<file path="config.mk">
export PLATFORM = sky130hd
export DESIGN_NAME = ddram_arbiter
export DESIGN_NICKNAME = d
export VERILOG_FILES = /design/src/rtl/ddram_arb_pkg.sv /design/src/rtl/ddram_arb_pick.sv /design/src/rtl/ddram_arbiter.sv
export SDC_FILE = /design/constraint.sdc
export NUM_CORES = 1
export LEC_CHECK = 0
export ABC_AREA = 1
export CAP_MARGIN = 20
export CORE_AREA = 2 2 205 207
export CTS_BUF_LIST = sky130_fd_sc_hd__clkbuf_4 sky130_fd_sc_hd__clkbuf_8 sky130_fd_sc_hd__clkbuf_16
export DETAILED_ROUTE_END_ITERATION = 10
export DIE_AREA = 0 0 207 209
export HOLD_SLACK_MARGIN = 0.12
export PLACE_DENSITY = 0.5
export RECOVER_POWER = 50
export SLEW_MARGIN = 20
export SYNTH_ARGS = -nofsm -noshare
export SYNTH_HDL_FRONTEND = slang
export SYNTH_SLANG_ARGS = --single-unit
</file>
<file path="constraint.sdc">
create_clock -name clk_sys -period 2 [get_ports clk_sys]
set_input_delay 0.4 -clock clk_sys [delete_from_list [all_inputs] [get_ports clk_sys]]
set_output_delay 0.4 -clock clk_sys [all_outputs]
set_load 0.01 [all_outputs]
</file>
<file path="src/rtl/ddram_arb_pkg.sv">
// Shared types and sizes for the two-client DDRAM burst arbiter.
package ddram_arb_pkg;
  localparam int NUM_CLIENTS = 2;
  localparam int BEAT_W      = 9;

  typedef enum logic [1:0] {
    IDLE  = 2'd0,
    WRITE = 2'd1,
    READ  = 2'd2
  } arb_state_e;
endpackage

</file>
<file path="src/rtl/ddram_arb_pick.sv">
// Two-way request picker: a lone requester wins; on contention either
// alternate against the last grant or let client 0 win outright.
module ddram_arb_pick
  import ddram_arb_pkg::*;
#(
  parameter bit ROUND_ROBIN = 1'b1
) (
  input  logic [NUM_CLIENTS-1:0] req_i,
  input  logic                   last_i,
  output logic                   pick_o
);
  always_comb begin
    pick_o = 1'b0;
    if (req_i == 2'b10)      pick_o = 1'b1;
    else if (req_i == 2'b11) pick_o = ROUND_ROBIN ? ~last_i : 1'b0;
  end
endmodule

</file>
<file path="src/rtl/ddram_arbiter.sv">
// Shares the DDRAM Avalon port between two burst masters, one whole burst
// per grant; command, write data and read returns follow the granted client.
module ddram_arbiter
  import ddram_arb_pkg::*;
#(
  parameter bit ROUND_ROBIN = 1'b1,
  parameter int ADDR_W      = 29
) (
  input  logic              clk_sys,
  input  logic              reset,
  input  logic              c0_rd,
  input  logic              c0_we,
  input  logic [ADDR_W-1:0] c0_addr,
  input  logic [7:0]        c0_burstcnt,
  input  logic [63:0]       c0_din,
  input  logic [7:0]        c0_be,
  output logic              c0_busy,
  output logic              c0_dout_ready,
  output logic [63:0]       c0_dout,
  input  logic              c1_rd,
  input  logic              c1_we,
  input  logic [ADDR_W-1:0] c1_addr,
  input  logic [7:0]        c1_burstcnt,
  input  logic [63:0]       c1_din,
  input  logic [7:0]        c1_be,
  output logic              c1_busy,
  output logic              c1_dout_ready,
  output logic [63:0]       c1_dout,
  input  logic              DDRAM_BUSY,
  input  logic [63:0]       DDRAM_DOUT,
  input  logic              DDRAM_DOUT_READY,
  output logic              DDRAM_RD,
  output logic              DDRAM_WE,
  output logic [ADDR_W-1:0] DDRAM_ADDR,
  output logic [7:0]        DDRAM_BURSTCNT,
  output logic [63:0]       DDRAM_DIN,
  output logic [7:0]        DDRAM_BE
);
  logic [NUM_CLIENTS-1:0]             rd, we, busy, rdy;
  logic [NUM_CLIENTS-1:0][ADDR_W-1:0] addr;
  logic [NUM_CLIENTS-1:0][7:0]        bcnt, be;
  logic [NUM_CLIENTS-1:0][63:0]       din;

  arb_state_e        state_q, state_d;
  logic              gnt_q, gnt_d, last_q, last_d, cmd_done_q, cmd_done_d;
  logic [BEAT_W-1:0] beats_q, beats_d, len_q, len_d;
  logic              pick, rd_cmd, last_beat;

  assign rd   = {c1_rd, c0_rd};
  assign we   = {c1_we, c0_we};
  assign addr = {c1_addr, c0_addr};
  assign bcnt = {c1_burstcnt, c0_burstcnt};
  assign be   = {c1_be, c0_be};
  assign din  = {c1_din, c0_din};

  assign c0_busy       = busy[0];
  assign c1_busy       = busy[1];
  assign c0_dout_ready = rdy[0];
  assign c1_dout_ready = rdy[1];
  assign c0_dout       = DDRAM_DOUT;
  assign c1_dout       = DDRAM_DOUT;
  assign last_beat     = (beats_q == len_q - BEAT_W'(1));

  ddram_arb_pick #(.ROUND_ROBIN(ROUND_ROBIN)) u_pick (
    .req_i  (rd | we),
    .last_i (last_q),
    .pick_o (pick)
  );

  always_ff @(posedge clk_sys) begin
    if (reset) begin
      state_q    <= IDLE;
      gnt_q      <= 1'b0;
      last_q     <= 1'b1;
      beats_q    <= '0;
      len_q      <= '0;
      cmd_done_q <= 1'b0;
    end else begin
      state_q    <= state_d;
      gnt_q      <= gnt_d;
      last_q     <= last_d;
      beats_q    <= beats_d;
      len_q      <= len_d;
      cmd_done_q <= cmd_done_d;
    end
  end

  always_comb begin
    state_d        = state_q;
    gnt_d          = gnt_q;
    last_d         = last_q;
    beats_d        = beats_q;
    len_d          = len_q;
    cmd_done_d     = cmd_done_q;
    busy           = '1;
    rdy            = '0;
    rd_cmd         = 1'b0;
    DDRAM_RD       = 1'b0;
    DDRAM_WE       = 1'b0;
    DDRAM_ADDR     = '0;
    DDRAM_BURSTCNT = '0;
    DDRAM_DIN      = '0;
    DDRAM_BE       = '0;
    if (state_q != IDLE) begin
      DDRAM_ADDR     = addr[gnt_q];
      DDRAM_BURSTCNT = bcnt[gnt_q];
      DDRAM_DIN      = din[gnt_q];
      DDRAM_BE       = be[gnt_q];
    end
    case (state_q)
      IDLE: begin
        if (|(rd | we)) begin
          gnt_d      = pick;
          last_d     = pick;
          len_d      = (bcnt[pick] == 8'd0) ? BEAT_W'(1) : BEAT_W'(bcnt[pick]);
          beats_d    = '0;
          cmd_done_d = 1'b0;
          state_d    = we[pick] ? WRITE : READ;
        end
      end
      WRITE: begin
        DDRAM_WE    = we[gnt_q];
        busy[gnt_q] = DDRAM_BUSY;
        if (we[gnt_q] && !DDRAM_BUSY) begin
          beats_d = beats_q + BEAT_W'(1);
          if (last_beat) state_d = IDLE;
        end
      end
      READ: begin
        // The command goes out once; the grant stays until every beat is back.
        rd_cmd      = rd[gnt_q] & ~cmd_done_q;
        DDRAM_RD    = rd_cmd;
        busy[gnt_q] = cmd_done_q | DDRAM_BUSY;
        rdy[gnt_q]  = DDRAM_DOUT_READY;
        if (rd_cmd && !DDRAM_BUSY) cmd_done_d = 1'b1;
        if (DDRAM_DOUT_READY) begin
          beats_d = beats_q + BEAT_W'(1);
          if (last_beat) state_d = IDLE;
        end
      end
      default: state_d = IDLE;
    endcase
  end
endmodule
</file>
# Yosys cells after proc, flatten, opt, wreduce, memory -nomap -nowiden
# Cells that the tools add are included.
[totals]
regBits = 23
latch_bits = 0
mem_bits_rw = 0
rom_bits = 0
inputBits = 290
output_inout_bits = 243
mem_count = 0
[classes]
addsub = 2
multipliers = 0
div_mod_pow = 0
n_lt_le_gt_ge = 3
eq_ne = 9
n_shift = 0
muxes = 42
bitwise = 9
reduce_logical = 14
[ops]
columns = ["operator", "count"]
rows = [
  ["64-bit 2-to-1 mux", 3],
  ["29-bit 2-to-1 mux", 3],
  ["8-bit 2-to-1 mux", 9],
  ["9-bit 2-to-1 mux", 3],
  ["9-bit one-hot mux with 3 select lines", 1],
  ["1-bit 2-to-1 mux", 13],
  ["2-bit 2-to-1 mux", 6],
  ["9-bit by 1-bit adder with 9-bit output, second input constant", 1],
  ["9-bit equality test", 1],
  ["9-bit by 1-bit subtractor with 9-bit output, second input constant", 1],
  ["8-bit zero test", 1],
  ["2-bit inequality test, second input constant", 4],
  ["2-bit equality test, second input constant", 3],
  ["2-bit OR", 3],
  ["2-bit one-hot mux with 3 select lines", 1],
  ["3-bit AND reduction", 2],
  ["1-bit by 2-bit less-than comparator with 1-bit output, second input constant", 2],
  ["2-bit one-hot mux with 2 select lines", 1],
  ["4-bit AND reduction", 1],
  ["2-bit nonzero test", 2],
  ["1-bit logical AND", 3],
  ["3-bit nonzero test", 1],
  ["2-bit bitwise AND", 1],
  ["2-bit by 1-bit equality test with 1-bit output, second input constant", 1],
  ["other kinds (11)", 12],
]

# Depth between registers and ports, before layout
# Gate-level depths: netlist (run 1).
[depth]
word_depth = 9
ltp_mapped = 13

# By module
# From an unflattened synthesis (run 1), not the netlist that was laid out.
[unflattened]
cells_unflattened = 745
hier_area_um2 = 4040.1
[by_module_without_submodules]
columns = ["module", "instances", "cells_each", "area_per_inst_um2", "seq_area_each_um2"]
rows = [
  ["ddram_arbiter", 1, 743, 4027.6, 440.4],
  ["ddram_arb_pick", 1, 2, 12.5, 0.0],
]

# Worst setup path after synthesis (run 1)
# No wires, ideal clock.
[synth_timing]
path_kind = "register to output"
start = "reg state_q[0]"
end = "out DDRAM_ADDR[0]"
t_arrival_ps = 1509
required_time_ps = 1600
setup_slack_ps = 91
path_stages_with_launch = 8
cell_sequence = "dfxtp_1 -> inv_1 -> ha_1 -> inv_1 -> clkbuf_1 -> clkbuf_1 -> o21ai_0 -> nor2_1"
[synth_via]
elab_chain_cells = 2
[synth_lines]
columns = ["element", "line", "rtl"]
rows = [
  ["from (decl)", "ddram_arbiter.sv:44", "arb_state_e state_q, state_d;"],
  ["from (signal assigned)", "ddram_arbiter.sv:79", "state_q <= state_d;"],
  ["2-bit nonzero test", "ddram_arbiter.sv:104", "if (state_q != IDLE) begin"],
  ["29-bit 2-to-1 mux", "ddram_arbiter.sv:104", ""],
  ["to (decl)", "ddram_arbiter.sv:34", "output logic [ADDR_W-1:0] DDRAM_ADDR,"],
]
# No other way between the ends.

# Worst setup path after layout (run 1)
[layout_timing]
start = "reg state_q[1]"
end = "out DDRAM_DIN[14]"
[layout_via]
elab_chain_cells = 2
[layout_lines]
columns = ["element", "line", "rtl"]
rows = [
  ["2-bit nonzero test", "ddram_arbiter.sv:104", ""],
  ["64-bit 2-to-1 mux", "ddram_arbiter.sv:104", ""],
  ["to (decl)", "ddram_arbiter.sv:36", "output logic [63:0] DDRAM_DIN,"],
]
# No other way between the ends.

==> summary.txt, run 1 <==
Finish
  • Non-filler cells, final: 1576
  • Register Area: between 400 and 500 um2
  • Area occupied by multi-input gates: around 0.0027 mm2
  • Fill cell count: 4764
  • Share of layout cells above drive strength 1: 29.9%
  • Nets: 1331
  • Area grow syn2layout: 101%

Setup path
  • Worst stage delay on the critical path: 0.33 ns
  • Critical path class: reg2out
  • CP max FO: 5
  • CP Cell Sequence: inv_2, ha_4, clkinv_8, buf_8, buf_12, buf_6, buf_6, o21ai_4, nor2_1, buf_2
  • Most used cell, CP: buf_6
  • Critical Path Start Type: flip-flop
  • FF-to-FF End: len_q[0]
  • R2r setup slk: between 0.15 and 0.2 ns
  • CP Capture Type: primary output
  • Worst endpoint required time: 1.60 ns
  • FF-to-FF path depth: 10
  • CP max stage cell: dfxtp_2
  • Crit path DAT: 1.67 ns
  • Setup crit start: state_q[1]
  • R2r startpoint: state_q[1]

Synthesis
  • EDFF count, synth: 0
  • Post-synth ARST share: 0%
  • Ys flop type: dfxtp_1
  • Post-synthesis sequential area ratio: 10.7%
  • Area leader, netlist: buf_4
  • Top post-synthesis cells by area: buf_4 23%, nor2_1 21%, o21ai_0 15%
  • Top-area cell type share of the netlist area: about a quarter
  • Register bit count reported by yosys: 22
  • Adder-cell share of the synthesized area: 1.83%
  • Yosys warns: 0
  • Simple-gate portion of the synthesized area: 34.1%
  • Post-Synthesis Cells: 761
  • XOR/XNOR Fraction of Synth Area: 1.07%
  • Largest family of logic cells by synthesized area: simple AND/OR/NAND/NOR gates
  • Multiplexer area fraction after synthesis: 0%
  • Commonest cells in the netlist: 231 x nor2_1, 128 x buf_4, 123 x o21ai_0
  • Synth Cell Area: between 0.004 and 0.005 mm2
  • Netlist cell types: 31
  • Most common cell in the netlist: nor2_1
  • Synth Area in Compound Gates: 20.2%
  • Net Count, Synth: 1057
  • Syn_area_per_cell: 5.39 um2

STA
  • Hold Fails Final Rpt: 0
  • Unrepaired setup endpoints after global routing: true
  • Fin crit share: 104%
  • Worst-Margin Slew: 0.423 ns
  • Fin crit period: 2.07 ns
  • Rel. slew slack: a little under three quarters
  • Post-route setup TNS: -0.167 ns
  • Max Slew Vio Count: 0
  • Final clock skew: about 0.0052 ns
  • Setup ws final: -0.0727 ns
  • Fmax: approximately 480 MHz
  • Final setup viols: 10

Floorplan
  • Die Span Y: 209 um
  • Initial Utilization: under 10%
  • DIE AREA: roughly 0.043 mm2
  • Core area: between 0.04 and 0.05 mm2
  • Num rows: between 70 and 80
  • Chip width: about 210 um
  • # IOs: 533

Clocking
  • Clk_lat worst skew: around 0.26 ns
  • Clk root buf: clkbuf_16
  • Clock buffer depth: 2
  • CTS sink cnt: 22
  • Total CTS buffers: 3
  • CTS H-tree depth: 1
  • TritonCTS clock tree: yes
  • Clk slew on worst S/H paths: around 0.07 ns

Global route
  • Vias in the first global route: 5925
  • First-pass GRT wire length: slightly above 40000 um
  • Initial antenna violation count: 8
  • GR Overflow Total: 0
  • Largest net degree at the start of global routing: 40
  • Global Route Usage Sum: 13.0%

Route
  • DRT iter0 DRCs: 235
  • Post-Route WL: 30300 um
  • Wire length per cell: 19.2 um
  • Vias per cell: between 3 and 4
  • Vias post-DR: 5862
  • DRT Pass-1 Iters: 5
  • Post-route ant nets: 0
  • DRC Markers: 0

Min path
  • Hold EP: last_q
  • Worst Hold Depth: 2
  • Worst Hold Class: reg2reg
  • Hold path startpoint: last_q

Job
  • Max_cap viols: 0

Placed design
  • Port Buffers: 340
  • Hpwl dp: 23000 um
  • GPL Wtd Cong: 0.849
  • DP Worst Slack: -0.287 ns
  • Placed Cells: 1539

Power
  • Max VDD drop: 0.000413 V
  • Leakage: 3.64 nW
  • Power density over the cells: between 1000 and 1500 mW/mm2

Status
  • Status: complete, but fails checks
  • Failing checks: negative setup slack
final cells by class:
type | instances | area share [%]
repair buffers | 436 | 49.4
multi-input cells | 521 | 33.1
well taps | 539 | 8.16
flip-flops and latches | 22 | 5.41
inverters | 51 | 2.50
clock buffers | 3 | 0.909
clock inverters | 1 | 0.363
diodes | 3 | 0.0909
report_power, final:
group,total [mW],internal [mW],leakage [nW],switching [mW]
combinational,7.75,3.70,3.41,4.06
clock,0.575,0.398,0.0511,0.177
sequential,0.683,0.561,0.182,0.123
total,9.01,4.66,3.64,4.36
per-stage QoR:
stage               total power [mW]  hold slack, ns  area (um2)  utilization, %
global route                    9.69           0.514        8260            20.0
CTS                             8.72           0.481        8180            19.8
detailed placement              6.80           0.456        7660            18.5
global placement                6.82           0.467        7660            18.5
floorplan                       3.56           0.436        4100               -
finish                          9.01           0.483        8260            20.0
cell families after synthesis:
family	count (synthesis)
buf+inv	218
fa+ha+maj	6
simple gates	350
compound gates	160
xor+xnor	5
flops	22
registers in the layout, summed over array words and instances, names as in the netlist:
| register | count |
|---|---|
| gnt_q | 1 |
| state_q | 2 |
| last_q | 1 |
| len_q | 8 |
| beats_q | 9 |
| cmd_done_q | 1 |
placed cells by master (no fill, tap or decap), types with 4 or more instances in the layout:
master,instances
inv_2,6
nand3_1,23
o21ai_1,16
o21ai_2,43
o21ai_0,56
nor2_1,216
nand2_1,77
o21ai_4,13
nor3_1,6
nor2_2,16
buf_12,14
buf_2,91
clkbuf_2,22
clkbuf_16,7
clkdlybuf4s50_1,225
buf_4,56
inv_1,43
a21oi_1,23
dfxtp_1,19
buf_8,4
buf_6,8
buf_16,10
per-layer routing:
layer	vias up	global-route usage [%]	routed length, um
li1	2863	-	-
met1	2610	14.6	11900
met2	347	23.8	15400
met3	42	3.73	2270
met4	0	3.18	737
met5	-	0	0
worst max-delay path: cells and delay by family, from the launching register on:
family,cells,cell delay [ns]
buffers and inverters,7,0.80
AND/OR/NAND/NOR,1,0.06
adder cells (fa/ha/maj),1,0.17
flip-flops,1,0.33
AO/OA/AOI/OAI,1,0.05
how the worst max path moves through the flow:
stage | to | slack, ns | depth (start not counted)
after detailed placement | DDRAM_RD | -0.29 | 4
after floorplan | DDRAM_ADDR[0] | 0.09 | 7
final | DDRAM_DIN[14] | -0.07 | 10
after CTS | DDRAM_DIN[14] | -0.1 | 10
after global placement | DDRAM_DIN[52] | -0.27 | 7
after global routing | DDRAM_DIN[14] | -0.14 | 10
timing repair:
| action | CTS | global route |
|---|---|---|
| hold buffers | 0 | 0 |
| endpoints found under the hold margin | 0 | 0 |
| setup endpoints to repair | 115 | 112 |
| resized for setup | 509 | 133 |
| gates cloned | 12 | 4 |
| buffers inserted | 15 | 1 |
| pin swaps | 24 | 41 |
Note: power is estimated with default switching activity, not from simulation.
==> run 2, diff against run 1 <==
Settings changed: CORE_AREA 2 2 205 207 to 2 2 210 212, DIE_AREA 0 0 207 209 to 0 0 212 214, PLACE_DENSITY 0.5 to 0.49, SKIP_CTS_REPAIR_TIMING set to 1.
Clock period 2 ns to 2.6 ns, I/O delays scaled along.
==> summary.txt, run 2 (synthesis results as in run 1) <==
Floorplan
  • Chip width: 212 um (+2.4%)
  • DIE AREA: 0.0454 mm2 (+4.9%)
  • Num rows: 76 (+1.3%)
  • Die Span Y: 214 um (+2.4%)
  • Core area: 0.0429 mm2 (+3.9%)
  • # IOs: 533 (unchanged)
  • Initial Utilization: 9.56% (-0.37 points)

Finish
  • Area grow syn2layout: 91.9%
  • Share of layout cells above drive strength 1: 5.26% (-25 points)
  • Largest regs: beats_q: 9 flops, len_q: 8 flops, state_q: 2 flops
  • Nets: 1267 (-4.8%)
  • Largest Register: beats_q
  • Largest register FFs: 9 (unchanged)
  • Most frequent cells in the layout: 239 x clkdlybuf4s50_1, 231 x nor2_1, 115 x o21ai_0
  • Commonest non-fill, non-tap cell in the layout: clkdlybuf4s50_1
  • Fill cell count: 4914 (+3.1%)
  • Design area: 0.00787 mm2 (-4.8%)

Route
  • DRT iter0 DRCs: 243 (+3.4%)
  • DRC Markers: 0 (unchanged)
  • Vias post-DR: 5401 (-7.9%)
  • DRT Pass-1 Iters: 4 (-1)
  • Wire length per cell: 16.7 um (-13%)
  • Post-route ant nets: 0 (unchanged)
  • Vias per cell: 3.47 (-6.8%)
  • Post-Route WL: 26000 um (-14%)

STA
  • Rel. slew slack: 73.5% (+1.7 points)
  • Fin crit share: 96.6%
  • Final clock skew: 0.00368 ns (-0.00148 ns)
  • Final setup viols: 0 (-10)
  • Max Slew Vio Count: 0 (unchanged)
  • Fin crit period: 2.51 ns
  • Hold Fails Final Rpt: 0 (unchanged)
  • Post-route setup TNS: 0 ns (+0.167 ns)
  • Worst-Margin Slew: 0.397 ns (-0.0259 ns)
  • Fmax: 398 MHz
  • Unrepaired setup endpoints after global routing: true

Power
  • Total power: 5.51 mW (-39%)
  • Leakage: 4.51 nW (+24%)
  • Max VDD drop: 0.000281 V (-32%)
  • Power density over the cells: 700 mW/mm2 (-36%)

Job
  • Max_cap viols: 0 (unchanged)

Setup path
  • CP delay by family, top: buffers and inverters
  • Worst stage delay on the critical path: 0.54 ns (+0.21 ns)
  • Crit path DAT: 1.99 ns (+0.32 ns)
  • CP max FO: 37 (+32)
  • CP max stage cell: clkdlybuf4s50_1
  • CP Cell Sequence: inv_1, ha_1, clkinv_4, buf_16, o21ai_1, nor2_1, clkdlybuf4s50_1
  • Critical path class: reg2out
  • Critical Path Start Type: flip-flop
  • Worst endpoint required time: 2.08 ns (+0.48 ns)
  • CP bufs+invs: 4 (-3)
  • CP Capture Type: primary output

Clocking
  • Clk_lat worst skew: 0.26 ns (about the same)
  • CTS H-tree depth: 1 (unchanged)
  • CTS sink cnt: 22 (unchanged)
  • Clock buffer depth: 2 (unchanged)
  • Clk root buf: clkbuf_16
  • Total CTS buffers: 3 (unchanged)
  • Clk slew on worst S/H paths: 0.06 ns (about the same)
  • TritonCTS clock tree: yes

Global route
  • GR Overflow Total: 0 (unchanged)
  • Vias in the first global route: 5373 (-9.3%)
  • Largest net degree at the start of global routing: 71 (+78%)
  • First-pass GRT wire length: 35200 um (-14%)
  • Initial antenna violation count: 4 (-4)
  • Global Route Usage Sum: 10.5% (-2.4 points)

Status
  • Status: completed

Placed design
  • Area after DPL: 0.00739 mm2 (-3.5%)
  • Hpwl dp: 21400 um (-6.9%)
  • GPL Wtd Cong: 0.833 (-1.9%)
  • Port Buffers: 340 (unchanged)

Min path
  • Worst Hold Class: reg2reg
-- run 2: through the flow --
step | util [%] | std cells | worst slack (ns) | hold WS (ns)
floorplan | - | 761 | 0.571 | 0.436
finish | 18.3 | 1558 | 0.0885 | 0.487
CTS | 17.4 | 1548 | -0.207 | 0.488
detailed placement | 17.2 | 1544 | 0.0986 | 0.479
global placement | 17.2 | 1544 | 0.101 | 0.478
global route | 18.3 | 1556 | -0.0269 | 0.512
-- run 2: layer usage --
layer / global-route usage, % / wire length (um) / vias to the layer above
met2: 18.2 / 12600 / 286
met3: 3.56 / 2240 / 24
li1: - / - / 2708
met1: 12.5 / 10400 / 2383
met4: 2.44 / 717 / 0
met5: 0 / 0 / -
-- run 2: worst reg2reg max path: stages (launching register included) --
cell and delay [ns]:
dfxtp_1 0.34, inv_1 0.16, ha_1 0.30, inv_1 0.09
nand2_1 0.07, nand3_1 0.06, nand2_1 0.08, nand3_1 0.08
nor2_1 0.11, nand3_1 0.10, nand2_1 0.13, nand3_1 0.08
nand2_1 0.06, nor2_1 0.04
-- run 2: layout make-up --
class / count / area (um2) / area share, %
flip-flops and latches: 22 / 444 / 5.64
clock buffers: 4 / 88.8 / 1.13
multi-input cells: 521 / 2340 / 29.8
diodes: 3 / 7.51 / 0.0954
repair buffers: 372 / 4050 / 51.5
well taps: 585 / 732 / 9.30
inverters: 51 / 199 / 2.53
-- run 2: final timing paths --
| path | startpoint | slack [ns] | cells after the start | to |
|---|---|---|---|---|
| max | state_q[1] | 0.09 | 7 | DDRAM_DIN[27] |
| min | beats_q[6] | 0.49 | 2 | beats_q[6] |
| max reg2reg | len_q[0] | 0.79 | 13 | state_q[1] |
| min reg2reg | beats_q[6] | 0.49 | 2 | beats_q[6] |
-- run 2: report_power, final --
part / switching [mW] / internal (mW)
Sequential: 0.0990 / 0.429
Combinational: 2.41 / 2.20
Clock: 0.136 / 0.235
Total: 2.65 / 2.86
==> run 3, diff against run 2 <==
Settings changed: SKIP_LAST_GASP set to 1.
==> summary.txt, run 3 (synthesis results as in run 1) <==
Placed design
  • GPL Wtd Cong: 0.833 (unchanged)
  • Port Buffers: 340 (unchanged)
  • Placed Cells: 1544 (unchanged)
  • Hpwl dp: 21400 um (unchanged)
  • Area after DPL: 0.00739 mm2 (unchanged)
  • DP Worst Slack: 0.0986 ns (unchanged)

Finish
  • Most frequent cells in the layout: 265 x clkdlybuf4s50_1, 231 x nor2_1, 115 x o21ai_0
  • Largest Register: beats_q
  • Nets: 1267 (unchanged)
  • Register Area: 444 um2 (unchanged)
  • Commonest non-fill, non-tap cell in the layout: clkdlybuf4s50_1
  • Non-filler cells, final: 1557 (-0.064%)
  • Design area: 0.00779 mm2 (-1.0%)
  • Largest regs: beats_q: 9 flops, len_q: 8 flops, state_q: 2 flops
  • Fill cell count: 4919 (+0.10%)
  • Share of layout cells above drive strength 1: 5.36% (+0.10 points)
  • Largest register FFs: 9 (unchanged)
  • Area grow syn2layout: 89.9%
  • Area occupied by multi-input gates: 0.00235 mm2 (+0.16%)

Floorplan
  • # IOs: 533 (unchanged)
  • Core area: 0.0429 mm2 (unchanged)
  • Die Span Y: 214 um (unchanged)
  • Initial Utilization: 9.56% (unchanged)
  • Chip width: 212 um (unchanged)
  • DIE AREA: 0.0454 mm2 (unchanged)
  • Num rows: 76 (unchanged)

Clocking
  • Clock buffer depth: 2 (unchanged)
  • Clk_lat worst skew: 0.26 ns (about the same)
  • TritonCTS clock tree: yes
  • CTS H-tree depth: 1 (unchanged)
  • CTS sink cnt: 22 (unchanged)
  • Clk root buf: clkbuf_16
  • Clk slew on worst S/H paths: 0.06 ns (about the same)
  • Total CTS buffers: 3 (unchanged)

STA
  • Min Hold Slack: 0.487 ns (-0.00000400 ns)
  • Fmax: 386 MHz (-2.9%)
  • Rel. slew slack: 73.2% (-0.28 points)
  • Final setup viols: 0 (unchanged)
  • Unrepaired setup endpoints after global routing: true
  • Hold Fails Final Rpt: 0 (unchanged)
  • Final clock skew: 0.00375 ns (+0.0000664 ns)
  • Fin crit share: 99.5% (+2.9 points)
  • Fin crit period: 2.59 ns (+0.0759 ns)
  • Setup ws final: 0.0126 ns (-0.0759 ns)
  • Post-route setup TNS: 0 ns (unchanged)
  • Worst-Margin Slew: 0.402 ns (+0.00419 ns)
  • Max Slew Vio Count: 0 (unchanged)

Power
  • Sequential Power Share: 9.6% (about the same)
  • Power density over the cells: 709 mW/mm2 (+1.3%)
  • Sw Ratio: 48.0% (-0.11 points)
  • Max VDD drop: 0.000292 V (+4.0%)
  • P_sw: 2.65 mW (about the same)
  • Leakage: 4.11 nW (-8.8%)
  • Internal power: 2.87 mW (+0.49%)
  • Clock power share: 6.7% (about the same)
  • Comb power frac: 83.7% (about the same)

Global route
  • Grt met2 use: 18.2% (unchanged)
  • GR Util met3: 3.56% (unchanged)
  • Most Crowded Layer GR: met2
  • Initial antenna violation count: 4 (unchanged)
  • GR Overflow Total: 0 (unchanged)
  • Vias in the first global route: 5373 (unchanged)
  • Largest net degree at the start of global routing: 71 (unchanged)
  • First-pass GRT wire length: 35200 um (unchanged)
  • Met1 Use GR: 12.5% (unchanged)
  • Global Route Usage Sum: 10.5% (unchanged)

Route
  • DRC Markers: 0 (unchanged)
  • Post-Route WL: 25900 um (-0.25%)
  • Vias post-DR: 5401 (unchanged)
  • DRT Pass-1 Iters: 4 (unchanged)
  • Vias per cell: 3.47 (about the same)
  • Post-route ant nets: 0 (unchanged)
  • DRT iter0 DRCs: 238 (-2.1%)
  • Wire length per cell: 16.6 um (-0.19%)

Setup path
  • Critical path class: reg2out
  • R2r startpoint: len_q[0]
  • CP Capture Type: primary output
  • Crit path DAT: 2.07 ns (+0.08 ns)
  • Worst endpoint required time: 2.08 ns (about the same)
  • FF-to-FF path depth: 13 (unchanged)
  • R2r setup slk: 0.79 ns (about the same)
  • CP max FO: 17 (-54%)
  • CP delay by family, top: buffers and inverters
  • Critical Path Start Type: flip-flop
  • Worst stage delay on the critical path: 0.54 ns (about the same)
  • FF-to-FF End: state_q[1]
  • CP max stage cell: clkdlybuf4s50_1
  • CP bufs+invs: 5 (+1)
  • CP Cell Sequence: inv_1, ha_1, clkinv_4, buf_12, buf_6, o21ai_0, nor2_1, clkdlybuf4s50_1

Job
  • Max_cap viols: 0 (unchanged)

Min path
  • Hold EP: beats_q[6]
  • Worst Hold Depth: 2 (unchanged)
  • Worst Hold Class: reg2reg
  • Hold path startpoint: beats_q[6]

Status
  • Status: completed
## run 3: routing by layer
layer  vias up  part of all wire [%]
met5         -                     0
met2       293                    49
met4         0                   2.4
met3        22                   8.7
li1       2707                     -
met1      2379                    40
## run 3: stage by stage
| stage | power, mW | utilization, % |
|---|---|---|
| final | 5.52 | 18.2 |
| after global routing | 6.01 | 18.2 |
| after CTS | 5.41 | 17.4 |
| after detailed placement | 5.00 | 17.2 |
| after global placement | 5.02 | 17.2 |
| after floorplan | 2.74 | - |
## run 3: how the worst max path moves through the flow
stage	from	to	cells past startpoint
after detailed placement	state_q[0]	DDRAM_DIN[49]	7
after global placement	state_q[0]	DDRAM_DIN[49]	7
final	state_q[1]	DDRAM_DIN[6]	8
after CTS	state_q[0]	DDRAM_DIN[49]	7
after global routing	state_q[0]	DDRAM_ADDR[19]	8
after floorplan	state_q[0]	DDRAM_ADDR[0]	7
## run 3: tightest hold or removal path, cell delays in order (launching register included)
cell and delay (ns):
dfxtp_1 0.32, nand2_1 0.06, a21oi_1 0.05
## run 3: layout make-up
type                            count  share of cell area, %
Inverter                           51                   2.55
Clock buffer                        4                   1.14
Multi-Input combinational cell    521                   30.1
Antenna cell                        2                 0.0643
Timing Repair Buffer              372                   51.0
Tap cell                          585                   9.40
Sequential cell                    22                   5.70
## run 3: power groups by stage
| stage | clock network (mW) | registers (mW) | logic, mW |
|---|---|---|---|
| after floorplan | 0 | 0.496 | 2.24 |
| after global placement | 0 | 0.537 | 4.48 |
| after detailed placement | 0 | 0.537 | 4.47 |
| after CTS | 0.379 | 0.531 | 4.50 |
| after global routing | 0.397 | 0.546 | 5.07 |
| final | 0.372 | 0.528 | 4.62 |
